<file path="config.mk">
export PLATFORM = sky130hd
export DESIGN_NAME = ppi_xfer_sequencer
export DESIGN_NICKNAME = d
export VERILOG_FILES = /design/src/rtl/ppi_pkg.sv /design/src/rtl/isa_io_cycle.sv /design/src/rtl/ppi_xfer_sequencer.sv
export SDC_FILE = /design/constraint.sdc
export NUM_CORES = 1
export LEC_CHECK = 0
export BUFFER_PORTS_ARGS = -buffer_cell sky130_fd_sc_hd__buf_2
export CAP_MARGIN = 5
export CORE_AREA = 2 2 81 83
export CTS_CLUSTER_SIZE = 8
export DETAILED_ROUTE_END_ITERATION = 6
export DIE_AREA = 0 0 83 85
export PLACE_DENSITY = 0.7
export SLEW_MARGIN = 20
export SYNTH_ARGS = -nofsm -noshare
export SYNTH_HDL_FRONTEND = slang
export SYNTH_SLANG_ARGS = --single-unit
</file>
<file path="constraint.sdc">
create_clock -name CLK -period 2.2 [get_ports CLK]
set_input_delay 0.11 -clock CLK [delete_from_list [all_inputs] [get_ports CLK]]
set_output_delay 0.11 -clock CLK [all_outputs]
set_load 0.005 [all_outputs]
</file>
<file path="src/rtl/ppi_pkg.sv">
// Shared types and constants for the 8255A-style port sequencer.
// Holds the sequencer/bus-phase enums, port offsets and the default mode-1 control word.
package ppi_pkg;

  typedef enum logic [1:0] {
    SQ_WAIT_CFG = 2'd0,
    SQ_ARB      = 2'd1,
    SQ_XFER     = 2'd2
  } seq_e;

  typedef enum logic [1:0] {
    PH_IDLE   = 2'd0,
    PH_SETUP  = 2'd1,
    PH_STROBE = 2'd2,
    PH_HOLD   = 2'd3
  } phase_e;

  typedef enum logic [1:0] {
    XK_CFG = 2'd0,
    XK_A   = 2'd1,
    XK_B   = 2'd2
  } xfer_e;

  localparam logic [9:0] OFS_A   = 10'd0;
  localparam logic [9:0] OFS_B   = 10'd1;
  localparam logic [9:0] OFS_CTL = 10'd3;

  localparam logic [7:0] CW_MODE1_DEFAULT = 8'hB4;

  localparam logic RR_A = 1'b0;
  localparam logic RR_B = 1'b1;

  function automatic int max3(input int a, input int b, input int c);
    int m;
    m = (a > b) ? a : b;
    return (m > c) ? m : c;
  endfunction

endpackage

</file>
<file path="src/rtl/isa_io_cycle.sv">
// One ISA I/O bus cycle: SETUP, STROBE and HOLD phases with registered bus pins.
// done_o flags the last HOLD cycle so the caller can re-arbitrate on the very next clock.
module isa_io_cycle
  import ppi_pkg::*;
#(
  parameter int SETUP_CYC  = 2,
  parameter int STROBE_CYC = 4,
  parameter int HOLD_CYC   = 1
) (
  input  logic       clk_i,
  input  logic       rst_i,
  input  logic       go_i,
  input  logic       rd_wr_i,
  input  logic [9:0] addr_i,
  input  logic [7:0] wdata_i,
  input  logic [7:0] sd_in_i,
  output logic       done_o,
  output logic [7:0] rdata_o,
  output logic [9:0] sa_o,
  output logic [7:0] sd_out_o,
  output logic       sd_oe_o,
  output logic       ior_n_o,
  output logic       iow_n_o
);

  localparam int CNT_W = $clog2(max3(SETUP_CYC, STROBE_CYC, HOLD_CYC)) + 1;
  localparam logic [CNT_W-1:0] CNT_ZERO = {CNT_W{1'b0}};
  localparam logic [CNT_W-1:0] CNT_ONE  = CNT_W'(1);

  phase_e           phase_q, phase_d;
  logic [CNT_W-1:0] cnt_q, cnt_d;
  logic             rd_q, rd_d;
  logic [9:0]       sa_q, sa_d;
  logic [7:0]       sd_o_q, sd_o_d;
  logic             sd_oe_q, sd_oe_d;
  logic             ior_q, ior_d;
  logic             iow_q, iow_d;
  logic [7:0]       rdata_q, rdata_d;

  always_ff @(posedge clk_i or posedge rst_i) begin
    if (rst_i) begin
      phase_q <= PH_IDLE;
      cnt_q   <= CNT_ZERO;
      rd_q    <= 1'b0;
      sa_q    <= 10'd0;
      sd_o_q  <= 8'd0;
      sd_oe_q <= 1'b0;
      ior_q   <= 1'b1;
      iow_q   <= 1'b1;
      rdata_q <= 8'd0;
    end else begin
      phase_q <= phase_d;
      cnt_q   <= cnt_d;
      rd_q    <= rd_d;
      sa_q    <= sa_d;
      sd_o_q  <= sd_o_d;
      sd_oe_q <= sd_oe_d;
      ior_q   <= ior_d;
      iow_q   <= iow_d;
      rdata_q <= rdata_d;
    end
  end

  // Strobes default high; they are driven low only for the cycles spent in STROBE.
  always_comb begin
    phase_d = phase_q;
    cnt_d   = cnt_q;
    rd_d    = rd_q;
    sa_d    = sa_q;
    sd_o_d  = sd_o_q;
    sd_oe_d = sd_oe_q;
    ior_d   = 1'b1;
    iow_d   = 1'b1;
    rdata_d = rdata_q;
    case (phase_q)
      PH_IDLE: begin
        if (go_i) begin
          phase_d = PH_SETUP;
          cnt_d   = CNT_W'(SETUP_CYC - 1);
          rd_d    = rd_wr_i;
          sa_d    = addr_i;
          if (!rd_wr_i) begin
            sd_o_d  = wdata_i;
            sd_oe_d = 1'b1;
          end else begin
            sd_oe_d = 1'b0;
          end
        end else begin
          phase_d = PH_IDLE;
        end
      end
      PH_SETUP: begin
        if (cnt_q == CNT_ZERO) begin
          phase_d = PH_STROBE;
          cnt_d   = CNT_W'(STROBE_CYC - 1);
          ior_d   = ~rd_q;
          iow_d   = rd_q;
        end else begin
          cnt_d = cnt_q - CNT_ONE;
        end
      end
      PH_STROBE: begin
        if (cnt_q == CNT_ZERO) begin
          phase_d = PH_HOLD;
          cnt_d   = CNT_W'(HOLD_CYC - 1);
          if (rd_q) begin
            rdata_d = sd_in_i;
          end else begin
            rdata_d = rdata_q;
          end
        end else begin
          cnt_d = cnt_q - CNT_ONE;
          ior_d = ~rd_q;
          iow_d = rd_q;
        end
      end
      PH_HOLD: begin
        if (cnt_q == CNT_ZERO) begin
          phase_d = PH_IDLE;
          sd_oe_d = 1'b0;
        end else begin
          cnt_d = cnt_q - CNT_ONE;
        end
      end
      default: begin
        phase_d = PH_IDLE;
        sd_oe_d = 1'b0;
      end
    endcase
  end

  assign done_o   = (phase_q == PH_HOLD) && (cnt_q == CNT_ZERO);
  assign rdata_o  = rdata_q;
  assign sa_o     = sa_q;
  assign sd_out_o = sd_o_q;
  assign sd_oe_o  = sd_oe_q;
  assign ior_n_o  = ior_q;
  assign iow_n_o  = iow_q;

endmodule

</file>
<file path="src/rtl/ppi_xfer_sequencer.sv">
// Host-side sequencer for an 8255A-style port block in mode 1 (A in, B out).
// Writes the control word on START, then services INTR_A reads and INTR_B writes round-robin.
module ppi_xfer_sequencer
  import ppi_pkg::*;
#(
  parameter logic [9:0] BASE       = 10'h2B0,
  parameter int         SETUP_CYC  = 2,
  parameter int         STROBE_CYC = 4,
  parameter int         HOLD_CYC   = 1
) (
  input  logic       CLK,
  input  logic       RST,
  input  logic       START,
  input  logic [7:0] CFG_WORD,
  output logic [9:0] SA,
  output logic [7:0] SD_O,
  input  logic [7:0] SD_I,
  output logic       SD_OE,
  output logic       IOR,
  output logic       IOW,
  output logic       AEN,
  input  logic       INTR_A,
  input  logic       INTR_B,
  output logic [7:0] RX_DATA,
  output logic       RX_VALID,
  input  logic       RX_READY,
  input  logic [7:0] TX_DATA,
  input  logic       TX_VALID,
  output logic       TX_READY,
  output logic       CFG_DONE,
  output logic       BUSY
);

  seq_e       state_q, state_d;
  xfer_e      kind_q, kind_d;
  logic       rr_q, rr_d;
  logic [1:0] sync_a_q, sync_b_q;
  logic       arm_a_q, arm_a_d, arm_b_q, arm_b_d;
  logic [7:0] rx_data_q, rx_data_d;
  logic       rx_valid_q, rx_valid_d;
  logic [7:0] tx_hold_q, tx_hold_d;
  logic       tx_empty_q, tx_empty_d;
  logic       cfg_done_q, cfg_done_d;
  logic       busy_q, busy_d;

  logic       go_s, rd_s, done_s, req_a_s, req_b_s;
  logic [9:0] addr_s;
  logic [7:0] wdata_s, rdata_s;

  assign req_a_s = sync_a_q[1] & arm_a_q & ~rx_valid_q;
  assign req_b_s = sync_b_q[1] & arm_b_q & ~tx_empty_q;

  always_ff @(posedge CLK or posedge RST) begin
    if (RST) begin
      state_q    <= SQ_WAIT_CFG;
      kind_q     <= XK_CFG;
      rr_q       <= RR_A;
      sync_a_q   <= 2'b00;
      sync_b_q   <= 2'b00;
      arm_a_q    <= 1'b0;
      arm_b_q    <= 1'b0;
      rx_data_q  <= 8'd0;
      rx_valid_q <= 1'b0;
      tx_hold_q  <= 8'd0;
      tx_empty_q <= 1'b1;
      cfg_done_q <= 1'b0;
      busy_q     <= 1'b0;
    end else begin
      state_q    <= state_d;
      kind_q     <= kind_d;
      rr_q       <= rr_d;
      sync_a_q   <= {sync_a_q[0], INTR_A};
      sync_b_q   <= {sync_b_q[0], INTR_B};
      arm_a_q    <= arm_a_d;
      arm_b_q    <= arm_b_d;
      rx_data_q  <= rx_data_d;
      rx_valid_q <= rx_valid_d;
      tx_hold_q  <= tx_hold_d;
      tx_empty_q <= tx_empty_d;
      cfg_done_q <= cfg_done_d;
      busy_q     <= busy_d;
    end
  end

  // A side is only re-armed after its INTR has been seen low, so a stale INTR cannot retrigger.
  always_comb begin
    state_d    = state_q;
    kind_d     = kind_q;
    rr_d       = rr_q;
    arm_a_d    = sync_a_q[1] ? arm_a_q : 1'b1;
    arm_b_d    = sync_b_q[1] ? arm_b_q : 1'b1;
    rx_data_d  = rx_data_q;
    rx_valid_d = (rx_valid_q && RX_READY) ? 1'b0 : rx_valid_q;
    tx_hold_d  = (TX_VALID && tx_empty_q) ? TX_DATA : tx_hold_q;
    tx_empty_d = (TX_VALID && tx_empty_q) ? 1'b0 : tx_empty_q;
    cfg_done_d = cfg_done_q;
    busy_d     = busy_q;
    go_s       = 1'b0;
    rd_s       = 1'b0;
    addr_s     = BASE + OFS_CTL;
    wdata_s    = CFG_WORD;
    case (state_q)
      SQ_WAIT_CFG: begin
        if (START) begin
          go_s    = 1'b1;
          kind_d  = XK_CFG;
          state_d = SQ_XFER;
          busy_d  = 1'b1;
        end else begin
          state_d = SQ_WAIT_CFG;
        end
      end
      SQ_ARB: begin
        if (START) begin
          go_s    = 1'b1;
          kind_d  = XK_CFG;
          state_d = SQ_XFER;
          busy_d  = 1'b1;
        end else if (req_a_s && (!req_b_s || rr_q == RR_A)) begin
          go_s    = 1'b1;
          rd_s    = 1'b1;
          addr_s  = BASE + OFS_A;
          kind_d  = XK_A;
          state_d = SQ_XFER;
          busy_d  = 1'b1;
          rr_d    = req_b_s ? RR_B : rr_q;
        end else if (req_b_s) begin
          go_s    = 1'b1;
          addr_s  = BASE + OFS_B;
          wdata_s = tx_hold_q;
          kind_d  = XK_B;
          state_d = SQ_XFER;
          busy_d  = 1'b1;
          rr_d    = req_a_s ? RR_A : rr_q;
        end else begin
          state_d = SQ_ARB;
        end
      end
      SQ_XFER: begin
        if (done_s) begin
          state_d = SQ_ARB;
          busy_d  = 1'b0;
          case (kind_q)
            XK_CFG: cfg_done_d = 1'b1;
            XK_A: begin
              rx_data_d  = rdata_s;
              rx_valid_d = 1'b1;
              arm_a_d    = 1'b0;
            end
            XK_B: begin
              tx_empty_d = 1'b1;
              arm_b_d    = 1'b0;
            end
            default: cfg_done_d = cfg_done_q;
          endcase
        end else begin
          state_d = SQ_XFER;
        end
      end
      default: begin
        state_d = SQ_WAIT_CFG;
        busy_d  = 1'b0;
      end
    endcase
  end

  isa_io_cycle #(
    .SETUP_CYC (SETUP_CYC),
    .STROBE_CYC(STROBE_CYC),
    .HOLD_CYC  (HOLD_CYC)
  ) u_cycle (
    .clk_i   (CLK),
    .rst_i   (RST),
    .go_i    (go_s),
    .rd_wr_i (rd_s),
    .addr_i  (addr_s),
    .wdata_i (wdata_s),
    .sd_in_i (SD_I),
    .done_o  (done_s),
    .rdata_o (rdata_s),
    .sa_o    (SA),
    .sd_out_o(SD_O),
    .sd_oe_o (SD_OE),
    .ior_n_o (IOR),
    .iow_n_o (IOW)
  );

  assign AEN      = 1'b0;
  assign RX_DATA  = rx_data_q;
  assign RX_VALID = rx_valid_q;
  assign TX_READY = tx_empty_q;
  assign CFG_DONE = cfg_done_q;
  assign BUSY     = busy_q;

endmodule
</file>
# == Word level (Yosys, flattened, before mapping) ==
# Index checks and enable logic that the tools add are counted.
# op_classes
add_sub_neg,1
n_eq_ne,15
n_mux,72
bitwise,10
reduce_logical,24
# ops
op,n
two-way mux 1 bit,39
two-way mux 2 bit,16
two-way mux 8 bit,4
AND reduction 3 bit,8
two-way mux 3 bit,4
one-hot mux 3 bit (4 select lines),1
equality test 2 bit (second input constant),4
inequality test 2 bit (second input constant),4
one-hot mux 1 bit (2 select lines),4
one-hot mux 2 bit (4 select lines),1
equality test 2 x 1 -> 1 bit (second input constant),3
logical NOT 2 bit,3
inequality test 2 x 1 -> 1 bit (second input constant),3
NOT 1 bit,6
one-hot mux 2 bit (3 select lines),1
nonzero test 2 bit,3
AND 1 bit,4
logical AND 1 bit,4
inequality test 4 bit (second input constant),1
one-hot mux 2 bit (2 select lines),1
AND reduction 2 bit,2
AND reduction 4 bit,1
logical NOT 3 bit,1
one-hot mux 1 bit (3 select lines),1
3 further kinds,3
# word_totals
register_bits,66
in_bits,31
output_inout_bits,34
wordCells,144

# == Logic depth before layout (Yosys ltp) ==
# Gate-level depths: netlist (run 1).
# logic_depth
ltp_word,11
mapped_depth,7
ltp_nobuf,6

# == Modules after synthesis ==
# From an unflattened synthesis (run 1), not the netlist that was laid out.
# unflattened
cells_unflattened,212
area_unflattened_um2,2931.6
# by_module_without_submodules
mod,instances,cells_each,area_per_inst_um2,seq_area_each_um2
isa_io_cycle,1,113,1549.0,878.3
ppi_xfer_sequencer,1,99,1382.6,777.0

# == Worst setup path before layout (run 1) ==
# No wires, ideal clock.
# synth_path
path_type,register -> register
from,register u_cycle.phase_q[0]
to,register u_cycle.sd_o_q[0] (netlist: u_cycle.sd_out_o[0])
setup_ps,127
arrival_ps,1871
required_ps,2073
setup_slack_ps,202
path_stages_with_launch,8
path_cell_list,dfrtp_1 > inv_1 > ha_1 > clkbuf_1 > inv_1 > a211o_1 > a21oi_2 > mux2_1
# synth_between
elab_chain_len,2
# synth_lines
element,line_no,source
from (decl),isa_io_cycle.sv:30,"phase_e phase_q, phase_d;"
from (signal assigned),isa_io_cycle.sv:52,phase_q <= phase_d;
logical NOT 2 bit,isa_io_cycle.sv:75,case (phase_q)
AND reduction 3 bit (no source line),n/a,
to (signal assigned),isa_io_cycle.sv:56,sd_o_q <= sd_o_d;
to (decl),isa_io_cycle.sv:34,"logic [7:0] sd_o_q, sd_o_d;"
# Every way passes these cells.
# A chain may end at the register's enable or synchronous reset.

# == Final worst setup path (run 1) ==
# layout_path
from,register state_q[1]
to,register u_cycle.sd_o_q[1] (netlist: u_cycle.sd_out_o[1])
# layout_between
elab_chain_len,4
elab_cells_between_ends,7
cone_classes,1 x eq/ne; 3 x mux; 1 x bitwise; 2 x reduce/logical
# layout_lines
element,line_no,source
from (decl),ppi_xfer_sequencer.sv:34,"seq_e state_q, state_d;"
from (signal assigned),ppi_xfer_sequencer.sv:69,state_q <= state_d;
equality test 2 x 1 -> 1 bit,ppi_xfer_sequencer.sv:102,case (state_q)
two-way mux 1 bit,ppi_xfer_sequencer.sv:102,
NOT 1 bit (no source line),n/a,
AND reduction 3 bit (no source line),n/a,
# Parallel ways exist; a longest one is shown, timed or not.

==> impl_metrics.ini, run 1 <==
[cells_and_area]
drive_gt1_share_pct = 39.1
area_growth_pct = 28.4
fillers = 546
nets = 334
n_antenna_cell = 0

[hold_path]
hp-class = primary input to flop

[floorplanning]
io_pins = 65
coreArea_sq_mm = 0.00620
initial_utilization_pct = 43.3
die_y_um = 85
rows = 29
dieArea_sq_mm = 0.00706
fp.dieW_um = 83

[timing]
hold_viol_final = 0
maxSlewHeadroom_pct = 58.1
setup_slack_ps = 163
rsz0062_at_grt = no
clock_skew_ps = 9.72
fin_setup_tns_ps = 0
drv_slew = 0
min_period_ps = 2040
max_freq_mhz = 491
fin_crit_sh_pct = 92.6
setup_viol = 0
worstMarginPinSlew_ps = 627

[clock_network]
tritoncts = done
clkSinkCount = 59
ctsRootBufferMaster = clkbuf_8
clk_latency_ps = 330
post-cts-setup-buffers = 0
clockBufferDepth = 2
htreeDepth = 3
cts.clk_slew.worst_paths_ps = 70
numCtsBuffers = 9

[synthesis]
synth_edf_count = 0
synth-seq-area-share_pct = 55.2
synth_area_sq_mm = 0.00268
post_synth.cell_area_avg_sq_um = 12.5
yosysUniqueCellTypes = 41
postSynthCellCount = 215
synth_top_family_by_area = multiplexers
yosys_warnings = 0
synth_xor_area_share_pct = 0.326
yosys.area_share.simple_pct = 9.56
synth_compound_area_share_pct = 10.2
synth_fa_ha_area_share_pct = 2.80
synth_ff_type = dfrtp_1
yosys_register_bits = 59
synthMuxAreaShare_pct = 17.2
ys_async_sr_fraction_pct = 100

[drt]
dr_wl_met3_um = 207
drcViolationCount = 0
finalWirelength_um = 5140
wl_met1_um = 2330
avgRoutedWirePerCell_um = 13.6
dr.pass1.iters = 4
first_iter_violations = 73
route.met2.wl_um = 2460
ant_nets = 0
routed.top_layer = met4
via_per_inst = 4.95
vias = 1876

[power]
p_sw_share_pct = 29.7
pwr-share-clk_pct = 29.4
power.density_mw_per_mm2 = 1100
internal_power_mw = 2.67
pwr-share-comb_pct = 29.6
vdd_drop_max_mv = 0.515
p_leak_nw = 1.73
seqPwrFrac_pct = 41.0
power_switching_mw = 1.13

[grt]
grt_pass1_wl_um = 8940
grt_max_degree = 31
antenna_found_initial = 0
grt_pass1_vias = 1932
grt_use_total_pct = 16.2
overflow = 0

[placement]
post-place-ws_ps = 189
numPortBuffers = 59
routabilityCongestion = 0.842
dp_hpwl_um = 3660

[setup_path]
worstSetupPathType = flop to flop
worst-path-max-fanout = 9
critPathLaunchType = flop
r2r_slack_ps = 160
critPathRequiredTime_ps = 2410
worstPathArrival_ps = 2250
worstSetupEndpointType = flop

[outcome]
outcome = finished clean

[run]
drv_cap = 0
cell usage after synthesis, types with 2 or more instances:
| cell | count | area, sq um |
|---|---|---|
| ha_1 | 6 | 75.1 |
| nor2b_1 | 3 | 18.8 |
| nand2b_1 | 4 | 25.0 |
| mux2_2 | 24 | 270 |
| and3b_1 | 3 | 26.3 |
| dfrtp_1 | 56 | 1400 |
| nor2_1 | 5 | 18.8 |
| nand2_1 | 13 | 48.8 |
| nor3_1 | 4 | 20.0 |
| clkbuf_1 | 3 | 11.3 |
| a211o_1 | 2 | 17.5 |
| buf_4 | 8 | 60.1 |
| o21ai_0 | 6 | 30.0 |
| dfstp_2 | 3 | 78.8 |
| o2bb2ai_1 | 2 | 17.5 |
| a21o_1 | 5 | 37.5 |
| mux2_1 | 16 | 180 |
| nand3b_1 | 5 | 37.5 |
| inv_1 | 12 | 45.0 |
| a21oi_1 | 8 | 40.0 |
| buf_2 | 2 | 10.0 |
| a22o_1 | 3 | 26.3 |
| nor3b_1 | 2 | 15.0 |
| o31ai_1 | 3 | 22.5 |
kinds of logic (layout without fill, tap and decap cells):
logic type | Yosys count | after routing
muxes | 41 | 41
other | 1 | 5
xor gates and xnor gates | 1 | 1
DFF | 59 | 59
AOI/OAI and AO/OA | 37 | 37
adders and majority gates | 6 | 6
buffers and inverters | 25 | 108
and+or+nand+nor | 45 | 45
cells in the final DEF, fill, tap and decap left out, types with 8 or more instances in the layout:
| cell | count |
|---|---|
| dfrtp_1 | 56 |
| dlygate4sd3_1 | 11 |
| nand2_1 | 13 |
| inv_1 | 11 |
| buf_4 | 8 |
| mux2_2 | 24 |
| buf_2 | 59 |
| clkbuf_8 | 11 |
| a21oi_1 | 8 |
| mux2_1 | 16 |
per-stage QoR:
| step | hold slack, ps | instance area [sq um] | util, % | instances | power, mW |
|---|---|---|---|---|---|
| final | 11.2 | 3450 | 55.6 | 379 | 3.79 |
| after global routing | 4.60 | 3450 | 55.6 | 379 | 4.07 |
| after CTS | 0.384 | 3440 | 55.4 | 378 | 3.84 |
| after floorplan | 141 | 2700 | - | 219 | 2.30 |
| after detailed placement | 222 | 3110 | 50.1 | 352 | 2.69 |
| after global placement | 220 | 3110 | 50.1 | 352 | 2.64 |
worst max-delay path, cell delays in order (launching register included):
cell and delay (ps):
dfrtp_1 430, or3b_4 430, a211oi_4 210, buf_4 210, mux2_1 340, mux2_1 300
layer usage:
| metal | vias up | track usage [%] |
|---|---|---|
| met5 | - | 0 |
| met4 | 0 | 10.4 |
| met3 | 14 | 4.09 |
| met2 | 47 | 25.2 |
| met1 | 908 | 20.3 |
| li1 | 907 | - |
worst paths after layout:
kind	start	depth (start not counted)	end
max in group asynchronous	RST	4	TX_READY$_DFF_PP1_
max	state_q[1]$_DFF_PP0_	5	u_cycle.sd_out_o[1]$_DFFE_PP0P_
min reg2reg	sync_b_q[0]$_DFF_PP0_	0	sync_b_q[1]$_DFF_PP0_
min in group asynchronous	RST	3	RX_DATA[3]$_DFFE_PP0P_
min	SD_I[7]	2	u_cycle.rdata_o[7]$_DFFE_PP0P_
max reg2reg	state_q[1]$_DFF_PP0_	5	u_cycle.sd_out_o[1]$_DFFE_PP0P_
timing repair:
| action | in CTS | in global routing |
|---|---|---|
| hold buffers | 10 | 1 |
| gates resized for setup | 0 | 0 |
| endpoints found under the hold margin | 36 | 1 |
flip-flops by register name, summed over array words and instances (netlist names), 3 cells and up:
signal and cells:
u_cycle.rdata_o 8, u_cycle.sd_out_o 8, u_cycle.cnt_q 3, tx_hold_q 8
u_cycle.sa_o 3, RX_DATA 8
cell type report:
cell class                      count  area [sq um]  share of cell area, %
Tap cell                           77          96.3                   2.79
Sequential cell                    59          1480                   42.9
Inverter                           12          45.0                   1.31
Timing Repair Buffer               80           505                   14.7
Clock inverter                      4          72.6                   2.11
Clock buffer                       12           155                   4.50
Multi-Input combinational cell    135          1090                   31.7
power by group through the flow:
stage / clock [mW] / combinational (mW) / sequential, mW
5_1_grt: 1.19 / 1.28 / 1.60
3_5_place_dp: 0 / 1.12 / 1.57
4_1_cts: 1.14 / 1.14 / 1.55
6_report: 1.11 / 1.12 / 1.56
2_1_floorplan: 0 / 0.742 / 1.56
3_3_place_gp: 0 / 1.08 / 1.56
No activity file was read; power rests on OpenSTA's default activity.
==> run 2, diff against run 1 <==
--- a/config.mk
+++ b/config.mk
@@ -11,7 +11,7 @@
 export CTS_CLUSTER_SIZE = 8
 export DETAILED_ROUTE_END_ITERATION = 6
 export DIE_AREA = 0 0 83 85
-export PLACE_DENSITY = 0.7
+export PLACE_DENSITY_LB_ADDON = 0.08
 export SLEW_MARGIN = 20
 export SYNTH_ARGS = -nofsm -noshare
 export SYNTH_HDL_FRONTEND = slang
==> run 2 against run 1 <==
Against the previous run:
- die area did not move
- flip-flop and latch count is the same
- worst setup slack hardly changed
- sequential power hardly changed
- critical path depth is the same
- wire length up 1.5%
- worst hold slack improved by 3.1 ps
- combinational power hardly changed
- utilization up 0.081 points
- critical endpoint is now u_cycle.sd_out_o[4]$_DFFE_PP0P_
- largest power group unchanged
==> impl_metrics.ini, run 2 (synthesis results as in run 1) <==
[setup_path]
slowest_stage = dfrtp_1
worstPathArrival_ps = 2250
timing.rr.start = state_q[1]$_DFF_PP0_
cpPeakStageDelay_ps = 430
cp_common_cell = mux2_1
worst-path-max-fanout = 9
worstSetupPathType = flop to flop
worstSetupEndpointType = flop
critPathLaunch = state_q[1]$_DFF_PP0_
critPathRequiredTime_ps = 2410
crit_family = multiplexers
critical_path_buf_inv_count = 1
path_cells = or3b_4 -> a211oi_4 -> buf_4 -> mux2_1 -> mux2_1
critPathLaunchType = flop

[placement]
routabilityCongestion = 0.788
numPortBuffers = 59
dp_hpwl_um = 3790
post-place-ws_ps = 177
placed_area_sq_mm = 0.00310

[grt]
grt_pass1_vias = 1944
antenna_found_initial = 0
grt_pass1_wl_um = 9190
grt_max_degree = 34
grt_use_total_pct = 16.4
overflow = 0

[drt]
first_iter_violations = 75
finalWirelength_um = 5220
via_per_inst = 4.88
ant_nets = 0
avgRoutedWirePerCell_um = 13.6
dr.pass1.iters = 4
drcViolationCount = 0
vias = 1877

[clock_network]
clk_latency_ps = 340
cts_resized = 0
ctsRootBufferMaster = clkbuf_8
clkSinkCount = 59
numCtsBuffers = 9
cts.clk_slew.worst_paths_ps = 70
tritoncts = done
htreeDepth = 3
clockBufferDepth = 2
post-cts-setup-buffers = 0

[timing]
worstMarginPinSlew_ps = 578
fin_crit_sh_pct = 92.6
setup_viol = 0
rsz0062_at_grt = no
drv_slew = 0
min_period_ps = 2040
maxSlewHeadroom_pct = 61.4
max_freq_mhz = 491
hold_viol_final = 0
setup_slack_ps = 163
clock_skew_ps = 8.75
fin_setup_tns_ps = 0

[floorplanning]
fp.dieW_um = 83
die_y_um = 85
coreArea_sq_mm = 0.00620
io_pins = 65
initial_utilization_pct = 43.3
dieArea_sq_mm = 0.00706
rows = 29

[cells_and_area]
fin_util_pct = 55.6
area_growth_pct = 28.6
final_cell_mix = buf_2 (59), dfrtp_1 (56), mux2_2 (24)
n_antenna_cell = 0
final_common_cell = buf_2
nets = 340
drive_gt1_share_pct = 37.7
final_cell_area_sq_mm = 0.00345

[power]
vdd_drop_max_mv = 0.626
p_leak_nw = 1.72
power.density_mw_per_mm2 = 1030
fin_total_pwr_mw = 3.55

[run]
drv_cap = 0

[hold_path]
min_from = TX_DATA[0]
hp-class = primary input to flop

[outcome]
outcome = finished clean
-- run 2: cell types whose count changed in the layout (fill, tap and decap cells not counted), sizes merged --
cell	previous run	this run
buf	69	68
clkinv	1	3
bufinv	2	0
inv	12	13
clkbuf	12	11
dlygate4sd3	11	18
-- run 2: repair_timing --
| item | 4_1_cts | 5_1_grt |
|---|---|---|
| endpoints found under the hold margin | 41 | 0 |
| hold buffers | 18 | 0 |
| setup endpoints to repair | 0 | 0 |
-- run 2: worst paths after layout --
path                                                        end  slack, ps  cells past startpoint
worst max register to register  u_cycle.sd_out_o[4]$_DFFE_PP0P_        160                      5
worst min register to register            sync_a_q[1]$_DFF_PP0_        350                      0
max in group asynchronous                    TX_READY$_DFF_PP1_       1180                      4
worst max-delay path            u_cycle.sd_out_o[4]$_DFFE_PP0P_        160                      5
min in group asynchronous              tx_hold_q[2]$_DFFE_PP0P_        370                      3
worst min-delay path                   tx_hold_q[0]$_DFFE_PP0P_         10                      2
-- run 2: power by group --
part	switching, mW	internal [mW]
Sequential	0.169	1.39
Combinational	0.549	0.583
Clock	0.446	0.415
-- run 2: layout make-up --
type | instances | area [sq um]
fill | 560 | 2750
sequential | 59 | 1480
multi-input combinational | 135 | 1090
timing repair buffer | 86 | 568
clock buffer | 11 | 131
tap | 77 | 96.3
inverter | 12 | 45.0
clock inverter | 5 | 38.8
-- run 2: through the flow --
stage	cells	hold WS [ps]
after floorplan	219	141
after global placement	351	210
after detailed placement	351	205
after CTS	385	0.852
after global routing	385	2.03
final	385	14.3
-- run 2: routing by layer --
metal,global-route usage [%],vias up,part of all wire (%)
met5,0,-,0
met4,4.47,0,1.2
met3,5.54,6,4.6
met2,26.0,50,47
met1,21.6,907,47
li1,-,914,-
